### config.mk
export PLATFORM = sky130hd
export DESIGN_NAME = door_access_ctrl
export DESIGN_NICKNAME = d
export VERILOG_FILES = /design/src/rtl/door_pkg.sv /design/src/rtl/blink_prescaler.sv /design/src/rtl/door_access_ctrl.sv
export SDC_FILE = /design/constraint.sdc
export NUM_CORES = 1
export LEC_CHECK = 0
export ABC_CLOCK_PERIOD_IN_PS = 2000
export BUFFER_PORTS_ARGS = -buffer_cell sky130_fd_sc_hd__clkbuf_2
export CAP_MARGIN = 5
export CORE_MARGIN = 2
export CORE_UTILIZATION = 58
export DETAILED_ROUTE_END_ITERATION = 6
export PLACE_DENSITY = 0.77
export SLEW_MARGIN = 20
export SYNTH_ARGS = -nofsm -noshare
export SYNTH_HDL_FRONTEND = slang
export SYNTH_SLANG_ARGS = --single-unit
export TNS_END_PERCENT = 10
### constraint.sdc
create_clock -name clk -period 2 [get_ports clk]
set_input_delay 0.4 -clock clk [delete_from_list [all_inputs] [get_ports clk]]
set_output_delay 0.4 -clock clk [all_outputs]
set_load 0.01 [all_outputs]
### src/rtl/door_pkg.sv
// Shared types and helpers for the door access controller family.
package door_pkg;

    typedef enum logic [2:0] {
        IDLE      = 3'd0,
        WAIT_CARD = 3'd1,
        DENIED    = 3'd2,
        LOCKOUT   = 3'd3,
        OPEN      = 3'd4,
        YIELD     = 3'd5
    } state_t;

    // Width needed to count 0..max_retries consecutive failures.
    function automatic int fail_w(input int max_retries);
        return $clog2(max_retries + 1);
    endfunction

endpackage

### src/rtl/blink_prescaler.sv
// Free-running blink generator. blink_phase presents the phase that will be held
// after the coming edge, so consumers can register it in step with their own state.
module blink_prescaler #(
    parameter int BLINK_DIV = 16
) (
    input  logic clk,
    input  logic reset,
    output logic blink_phase
);

    localparam int DW = (BLINK_DIV > 1) ? $clog2(BLINK_DIV) : 1;

    logic [DW-1:0] cnt_q;
    logic          phase_q;
    logic          wrap;

    assign wrap        = (cnt_q == DW'(BLINK_DIV - 1));
    assign blink_phase = phase_q ^ wrap;

    always_ff @(posedge clk) begin
        if (reset) begin
            cnt_q   <= '0;
            phase_q <= 1'b0;
        end else begin
            cnt_q   <= wrap ? '0 : cnt_q + DW'(1);
            phase_q <= phase_q ^ wrap;
        end
    end

endmodule

### src/rtl/door_access_ctrl.sv
// Single-door access controller: card wait with timeout, retry limit with timed
// lockout, timed open window, yield to the opposite side, blinking red indicator.
module door_access_ctrl
    import door_pkg::*;
#(
    parameter int CARD_TIMEOUT   = 64,
    parameter int MAX_RETRIES    = 3,
    parameter int LOCKOUT_CYCLES = 1024,
    parameter int OPEN_CYCLES    = 256,
    parameter int BLINK_DIV      = 16,
    parameter int CNT_W          = 16
) (
    input  logic                            clk,
    input  logic                            reset,
    input  logic                            sensor_entrance,
    input  logic                            sensor_exit,
    input  logic                            card_present,
    input  logic                            card_valid,
    output logic                            GREEN_LED,
    output logic                            RED_LED,
    output logic                            door_status,
    output logic                            alarm,
    output logic [fail_w(MAX_RETRIES)-1:0] fail_count
);

    localparam int FW = fail_w(MAX_RETRIES);

    state_t           state_q, state_d;
    logic [CNT_W-1:0] timer_q, timer_d;
    logic [FW-1:0]    fail_d;
    logic             restart;
    logic             blink_nxt;
    logic             card_ok, card_bad;
    logic             green_d, red_d, door_d, alarm_d;

    blink_prescaler #(.BLINK_DIV(BLINK_DIV)) u_blink (
        .clk         (clk),
        .reset       (reset),
        .blink_phase (blink_nxt)
    );

    assign card_ok  = card_present & card_valid;
    assign card_bad = card_present & ~card_valid;

    always_comb begin
        state_d = state_q;
        fail_d  = fail_count;
        restart = 1'b0;
        unique case (state_q)
            IDLE: begin
                if (sensor_entrance | sensor_exit) state_d = WAIT_CARD;
            end
            WAIT_CARD, DENIED, YIELD: begin
                // A card strobe outranks a timeout landing on the same cycle.
                if (card_ok) begin
                    state_d = OPEN;
                    fail_d  = '0;
                end else if (card_bad) begin
                    fail_d  = fail_count + FW'(1);
                    state_d = (fail_d == FW'(MAX_RETRIES)) ? LOCKOUT : DENIED;
                    restart = 1'b1;
                end else if (timer_q == CNT_W'(CARD_TIMEOUT - 1)) begin
                    state_d = IDLE;
                end
            end
            LOCKOUT: begin
                if (timer_q == CNT_W'(LOCKOUT_CYCLES - 1)) begin
                    state_d = IDLE;
                    fail_d  = '0;
                end
            end
            OPEN: begin
                if (timer_q == CNT_W'(OPEN_CYCLES - 1))
                    state_d = (sensor_entrance & sensor_exit) ? YIELD : IDLE;
            end
            default: state_d = IDLE;
        endcase
        timer_d = ((state_d != state_q) || restart) ? '0 : timer_q + CNT_W'(1);
    end

    // Outputs decode the upcoming state so they switch on the same edge as it.
    always_comb begin
        green_d = 1'b0;
        red_d   = 1'b0;
        door_d  = 1'b0;
        alarm_d = 1'b0;
        unique case (state_d)
            WAIT_CARD: red_d = 1'b1;
            DENIED:    red_d = blink_nxt;
            LOCKOUT: begin
                red_d   = blink_nxt;
                alarm_d = 1'b1;
            end
            OPEN: begin
                green_d = 1'b1;
                door_d  = 1'b1;
            end
            YIELD:     red_d = blink_nxt;
            default: ;
        endcase
    end

    always_ff @(posedge clk) begin
        if (reset) begin
            state_q     <= IDLE;
            timer_q     <= '0;
            fail_count  <= '0;
            GREEN_LED   <= 1'b0;
            RED_LED     <= 1'b0;
            door_status <= 1'b0;
            alarm       <= 1'b0;
        end else begin
            state_q     <= state_d;
            timer_q     <= timer_d;
            fail_count  <= fail_d;
            GREEN_LED   <= green_d;
            RED_LED     <= red_d;
            door_status <= door_d;
            alarm       <= alarm_d;
        end
    end

endmodule

==> results.json, run 1 <==
{
  "synth_cells": 173,
  "path_max_fanout": 4,
  "clk_pin_slew_worst_paths_ns": 0.09,
  "ys_seq_elements": 29,
  "worstPathRequired_ns": 2.25,
  "path_class": "flip-flop to flip-flop",
  "cts_buffers": 5,
  "synth_compound_gate_area_share_pct": 15.0,
  "drt_iter0_drc": 51,
  "hold_violations": 0,
  "p_leak_nw": 0.663,
  "gp_congestion": 0.891,
  "antenna_left": 0,
  "final_common_cell": "dfxtp_1",
  "synth_top_family_by_area": "simple AND/OR/NAND/NOR gates",
  "clk_latency_ns": 0.33,
  "holdWs_ns": 0.417,
  "arrival_ns": 2.21,
  "power.density_nw_per_um2": 755,
  "grt_use_total_pct": 22.1,
  "crit_slowest_cell": "a2111oi_0",
  "endpoint_kind": "flip-flop",
  "num_rows": 18,
  "ys_seq_area_share_pct": 37.1,
  "cts_tree": "done",
  "synth_async_sr_flop_share_pct": 0,
  "dp.final_hpwl_um": 2460,
  "finalCoreUtilization_pct": 73.1,
  "wl_per_cell_um": 15.2,
  "cp_slowest_stage_delay_ns": 0.47,
  "grt_max_degree": 14,
  "status": "finished, final reports clean",
  "grt_pass1_vias": 1255,
  "layout_common_cells": "27 x dfxtp_1, 21 x nor2_1, 11 x nand2_1, 11 x clkbuf_2, 10 x xor2_1",
  "synthToLayoutAreaGrowth_pct": 17.7,
  "cts_max_level": 2,
  "floorplan.initialDensity_pct": 62.1,
  "drive_gt1_share_pct": 30.5,
  "overflow": 0,
  "finalClockSkew_ns": 0.00464,
  "max_freq_mhz": 510,
  "max_cap_viol_count": 0,
  "antenna_found_initial": 0,
  "io_buffer_count": 11,
  "via_per_inst": 6.14,
  "cp_cell_sequence": "inv_1 -> ha_1 -> nand3b_1 -> a2111oi_0 -> or2_2 -> a21oi_4 -> nor2b_2 -> a221oi_2",
  "syn-num-nets": 182,
  "drc": 0,
  "slew_violations": 0,
  "core_um2": 2520,
  "die_w_um": 56.0,
  "worstMarginPinSlew_ns": 0.425,
  "min_period_ns": 1.96,
  "cts.path.max_buffers": 2,
  "synthAdderAreaFrac_pct": 2.40,
  "synthMuxAreaShare_pct": 0,
  "yosysWarnings": 0,
  "rsz0062_at_grt": "true",
  "drt-total-wl_um": 3450,
  "synth_area_um2": 1570,
  "fin_nets": 205,
  "finalSetupViolCount": 0,
  "synth_edf_count": 0,
  "avgSynthCellArea_um2": 9.05,
  "peakVddDrop_mv": 0.699,
  "grt_pass1_wl_um": 5420,
  "die-area_um2": 3130,
  "via_count": 1393,
  "synthDistinctLibCells": 52,
  "ios": 12,
  "root_buffer": "clkbuf_4",
  "drt_pass1_iterations": 4,
  "fp.dieH_um": 56.0,
  "synthXorXnorAreaFrac_pct": 8.95,
  "start_kind": "flip-flop",
  "clock-sinks": 29,
  "synth_simple_gate_area_share_pct": 33.3,
  "diodes": 0,
  "nFillCells": 195,
  "cts.hold.buffers_added": 0,
  "min_period_over_period_pct": 98.0,
  "ys.flop_type": "dfxtp_1",
  "hold_class": "input pin to flip-flop",
  "slew_headroom_pct": 70.9
}
==> cell type report <==
type	instances	area, um2	area share [%]
clock buffer	7	55.1	2.99
sequential	29	583	31.6
clock inverter	1	30.0	1.63
timing repair buffer	20	123	6.65
tap	30	37.5	2.04
multi-input combinational	135	997	54.1
inverter	5	18.8	1.02
==> kinds of logic after synthesis <==
group,after synthesis
flops,29
compound gates,26
fa+ha+maj,3
buf+inv,10
simple gates,89
xor+xnor,16
==> final timing paths <==
kind,from,end,slack (ns),cells past startpoint
worst max-delay path,fail_count[0],RED_LED,0.04,8
worst min-delay path,reset,RED_LED,0.42,2
worst max register to register,fail_count[0],RED_LED,0.04,8
worst min register to register,timer_q[0],timer_q[0],0.47,1
==> per-stage QoR <==
step                power (W)  setup WS, ns  setup TNS [ns]  instances  cell area (um2)
finish                0.00139        0.0409               0        227             1840
global route          0.00146        -0.229           -2.72        227             1840
CTS                   0.00137        0.0245               0        225             1780
detailed placement   0.000867      -0.00162        -0.00162        217             1690
global placement     0.000856        0.0972               0        217             1690
floorplan            0.000808         0.271               0        173             1570
==> state kept, by name, indices dropped and copies added (netlist names) <==
| register | count |
|---|---|
| u_blink.cnt_q | 4 |
| timer_q | 16 |
| u_blink.phase_q | 1 |
| door_status | 1 |
| alarm | 1 |
| fail_count | 2 |
| state_q | 3 |
| RED_LED | 1 |
==> power breakdown <==
part	switching (W)	leakage, nW	internal [W]	total (W)
registers	0.0000292	0.236	0.000603	0.000632
logic	0.000147	0.381	0.000110	0.000257
clock network	0.000205	0.0455	0.000298	0.000503
==> what timing repair did <==
action	in CTS	in global routing
resized for setup	2	12
gates cloned	0	1
setup endpoints to repair	1	17
setup buffers	0	1
==> worst max-delay path, delay by kind of cell, from the launching register on <==
family          cells  cell delay (ns)
compound gates      3             0.79
simple gates        3             0.54
flops               1             0.34
fa+ha+maj           1             0.14
buf+inv             1             0.06
==> cell usage after synthesis, types with 3 or more instances <==
library cell / instances / area (um2)
inv_1: 5 / 18.8
nand3_1: 5 / 25.0
a211oi_1: 3 / 22.5
dfxtp_1: 29 / 581
xnor2_1: 6 / 52.6
xor2_1: 10 / 87.6
a31oi_1: 5 / 31.3
nor2b_1: 4 / 25.0
ha_1: 3 / 37.5
nor2_1: 22 / 82.6
nand4_1: 5 / 31.3
nand2_1: 12 / 45.0
nor3_1: 12 / 60.1
and2_1: 4 / 25.0
==> per-layer routing <==
layer	share of wire [%]	vias to the layer above	GRT usage, %
met5	0	-	0
met4	1.5	0	8.50
met3	5.5	8	7.91
met2	49	42	35.5
met1	44	669	26.9
li1	-	674	-
(Power assumes the default switching activity.)
==> inputs of run 2 (changes only) <==
Settings changed: ABC_CLOCK_PERIOD_IN_PS 2000 to 1830.
Clock period 2 ns to 1.83 ns, I/O delays scaled along.
==> run 2 against run 1 <==
  * The flow now finishes with violations (setup timing)
  * Clock-buffer cell count is 1 lower
  * Fmax increased by 1.0%
  * Non-clock buffer count is 21 higher
  * Via count grew 5.1%
  * Total power up 0.94%
  * Global-route usage increased by 1.1 points
  * Final cell count is 9.3% higher
  * Sequential cell count did not move
  * Setup slack got worse by 0.15 ns
  * Clock skew is 0.0012 ns higher
  * Utilization increased by 7.3 points
  * Critical path type unchanged
  * Largest power group unchanged
==> results.json, run 2 (same netlist as run 1, synthesis figures left out) <==
{
  "gp_congestion": 0.928,
  "finalCoreUtilization_pct": 80.5,
  "antenna_left": 0,
  "drive_gt1_share_pct": 43.1,
  "fin_nets": 226,
  "clk_latency_ns": 0.34,
  "intPower_w": 0.000962,
  "grt.met1_usage_pct": 28.7,
  "layout_common_cells": "29 x buf_4, 21 x nor2_1, 20 x dfxtp_1, 12 x nand2_1, 11 x clkbuf_2",
  "hold_class": "input pin to flip-flop",
  "floorplan.initialDensity_pct": 62.1,
  "rsz0062_at_grt": "true",
  "diodes": 0,
  "die-area_um2": 3130,
  "p_seq_share_pct": 49.1,
  "num_rows": 18,
  "nFillCells": 163,
  "path_max_fanout": 5,
  "via_per_inst": 5.90,
  "violations": "setup timing",
  "regMostFlops": "timer_q",
  "grt_pass1_wl_um": 5600,
  "path_class": "flip-flop to flip-flop",
  "drt_pass1_iterations": 4,
  "cts.path.max_buffers": 2,
  "root_buffer": "clkbuf_4",
  "endpoint_kind": "flip-flop",
  "drt_iter0_drc": 54,
  "synthToLayoutAreaGrowth_pct": 29.6,
  "slew_headroom_pct": 72.2,
  "p_leak_nw": 0.772,
  "pwr-share-comb_pct": 23.9,
  "clockPowerShare_pct": 26.9,
  "reg_top3": "timer_q (16), u_blink.cnt_q (4), state_q (3)",
  "arrival_ns": 2.19,
  "die_w_um": 56.0,
  "wl_per_cell_um": 15.6,
  "grt_max_degree": 13,
  "via_count": 1464,
  "core_um2": 2520,
  "power.switching_w": 0.000443,
  "cts_buffers": 5,
  "fp.dieH_um": 56.0,
  "clock-sinks": 29,
  "gr-usage-met2_pct": 36.6,
  "slew_violations": 0,
  "final_common_cell": "buf_4",
  "largest_reg_flops": 16,
  "holdWs_ns": 0.385,
  "status": "finished with violations",
  "overflow": 0,
  "dp.final_hpwl_um": 2640,
  "cts_tree": "done",
  "finalSetupViolCount": 16,
  "max_freq_mhz": 516,
  "multi_input_area_um2": 1040,
  "grt_pass1_vias": 1289,
  "worstMarginPinSlew_ns": 0.413,
  "io_buffer_count": 11,
  "max_cap_viol_count": 0,
  "hold_violations": 0,
  "grt.busiest_layer": "met2",
  "grtUsageMet3_pct": 6.98,
  "worstPathRequired_ns": 2.09,
  "fin_ws_ns": -0.110,
  "drc": 0,
  "ios": 12,
  "cts_max_level": 2,
  "grt_use_total_pct": 23.2,
  "peakVddDrop_mv": 0.997,
  "power.density_nw_per_um2": 692,
  "switching_share_pct": 31.5,
  "finalClockSkew_ns": 0.00583,
  "layout.area.seq_um2": 594,
  "drt-total-wl_um": 3870,
  "start_kind": "flip-flop",
  "antenna_found_initial": 0,
  "min_period_over_period_pct": 106,
  "min_period_ns": 1.94,
  "clk_pin_slew_worst_paths_ns": 0.09
}
[run 2: cell count changes in the layout (fill, tap and decap cells not counted), moves of 2 or more]
| cell | delta |
|---|---|
| buf_4 | +20 |
| clkinv_2 | +2 |
| dfxtp_1 | -7 |
| dfxtp_2 | +6 |
| nor3_1 | -4 |
| nor3_2 | +4 |
[run 2: path summary, 6_finish.rpt]
kind | end | startpoint | slack (ns) | cells after the start
worst min-delay path | RED_LED | reset | 0.39 | 3
worst max register to register | timer_q[2] | timer_q[1] | -0.11 | 8
worst max-delay path | timer_q[2] | timer_q[1] | -0.11 | 8
worst min register to register | u_blink.cnt_q[0] | u_blink.cnt_q[0] | 0.49 | 1
[run 2: repair_timing]
item                                    4_1_cts  5_1_grt
setup buffers                                 0        1
pin swaps                                     3        7
endpoints found under the setup margin       18       19
gates resized for setup                       6       27
hold buffers                                  0        0
gates cloned                                  0        1
[run 2: power groups by stage]
stage	logic, W	clock network (W)	registers (W)
after detailed placement	0.000284	0	0.000698
after global routing	0.000359	0.000428	0.000694
after global placement	0.000276	0	0.000694
after floorplan	0.000190	0	0.000694
after CTS	0.000294	0.000385	0.000684
final	0.000336	0.000378	0.000691
[run 2: critical path, cell delays in order, from the launching register on]
cell	delay, ns
dfxtp_2	0.35
ha_4	0.16
nor4bb_4	0.14
and4b_4	0.20
or3_1	0.30
nand4b_1	0.18
o21ai_2	0.12
buf_4	0.18
nor3_2	0.21
[run 2: layout make-up]
| cell class | instances | share of cell area, % |
|---|---|---|
| Clock buffer | 6 | 2.03 |
| Clock inverter | 2 | 0.493 |
| Inverter | 5 | 0.925 |
| Multi-Input combinational cell | 135 | 51.4 |
| Sequential cell | 29 | 29.3 |
| Tap cell | 30 | 1.85 |
| Timing Repair Buffer | 41 | 14.0 |
[run 2: stage by stage]
step / TNS, ns / power (W) / instances / area (um2) / setup WS, ns
floorplan: 0 / 0.000883 / 173 / 1570 / 0.101
global placement: -0.129 / 0.000971 / 238 / 1840 / -0.0390
detailed placement: -0.463 / 0.000982 / 238 / 1840 / -0.0637
CTS: 0 / 0.00136 / 246 / 1920 / 0.00118
global route: -1.72 / 0.00148 / 248 / 2030 / -0.166
finish: -0.508 / 0.00141 / 248 / 2030 / -0.110
[run 2: routing by layer]
layer | share of wire, % | vias to the layer above
met5 | 0 | -
met4 | 2.1 | 0
li1 | - | 712
met2 | 49 | 44
met3 | 4.5 | 9
met1 | 44 | 699
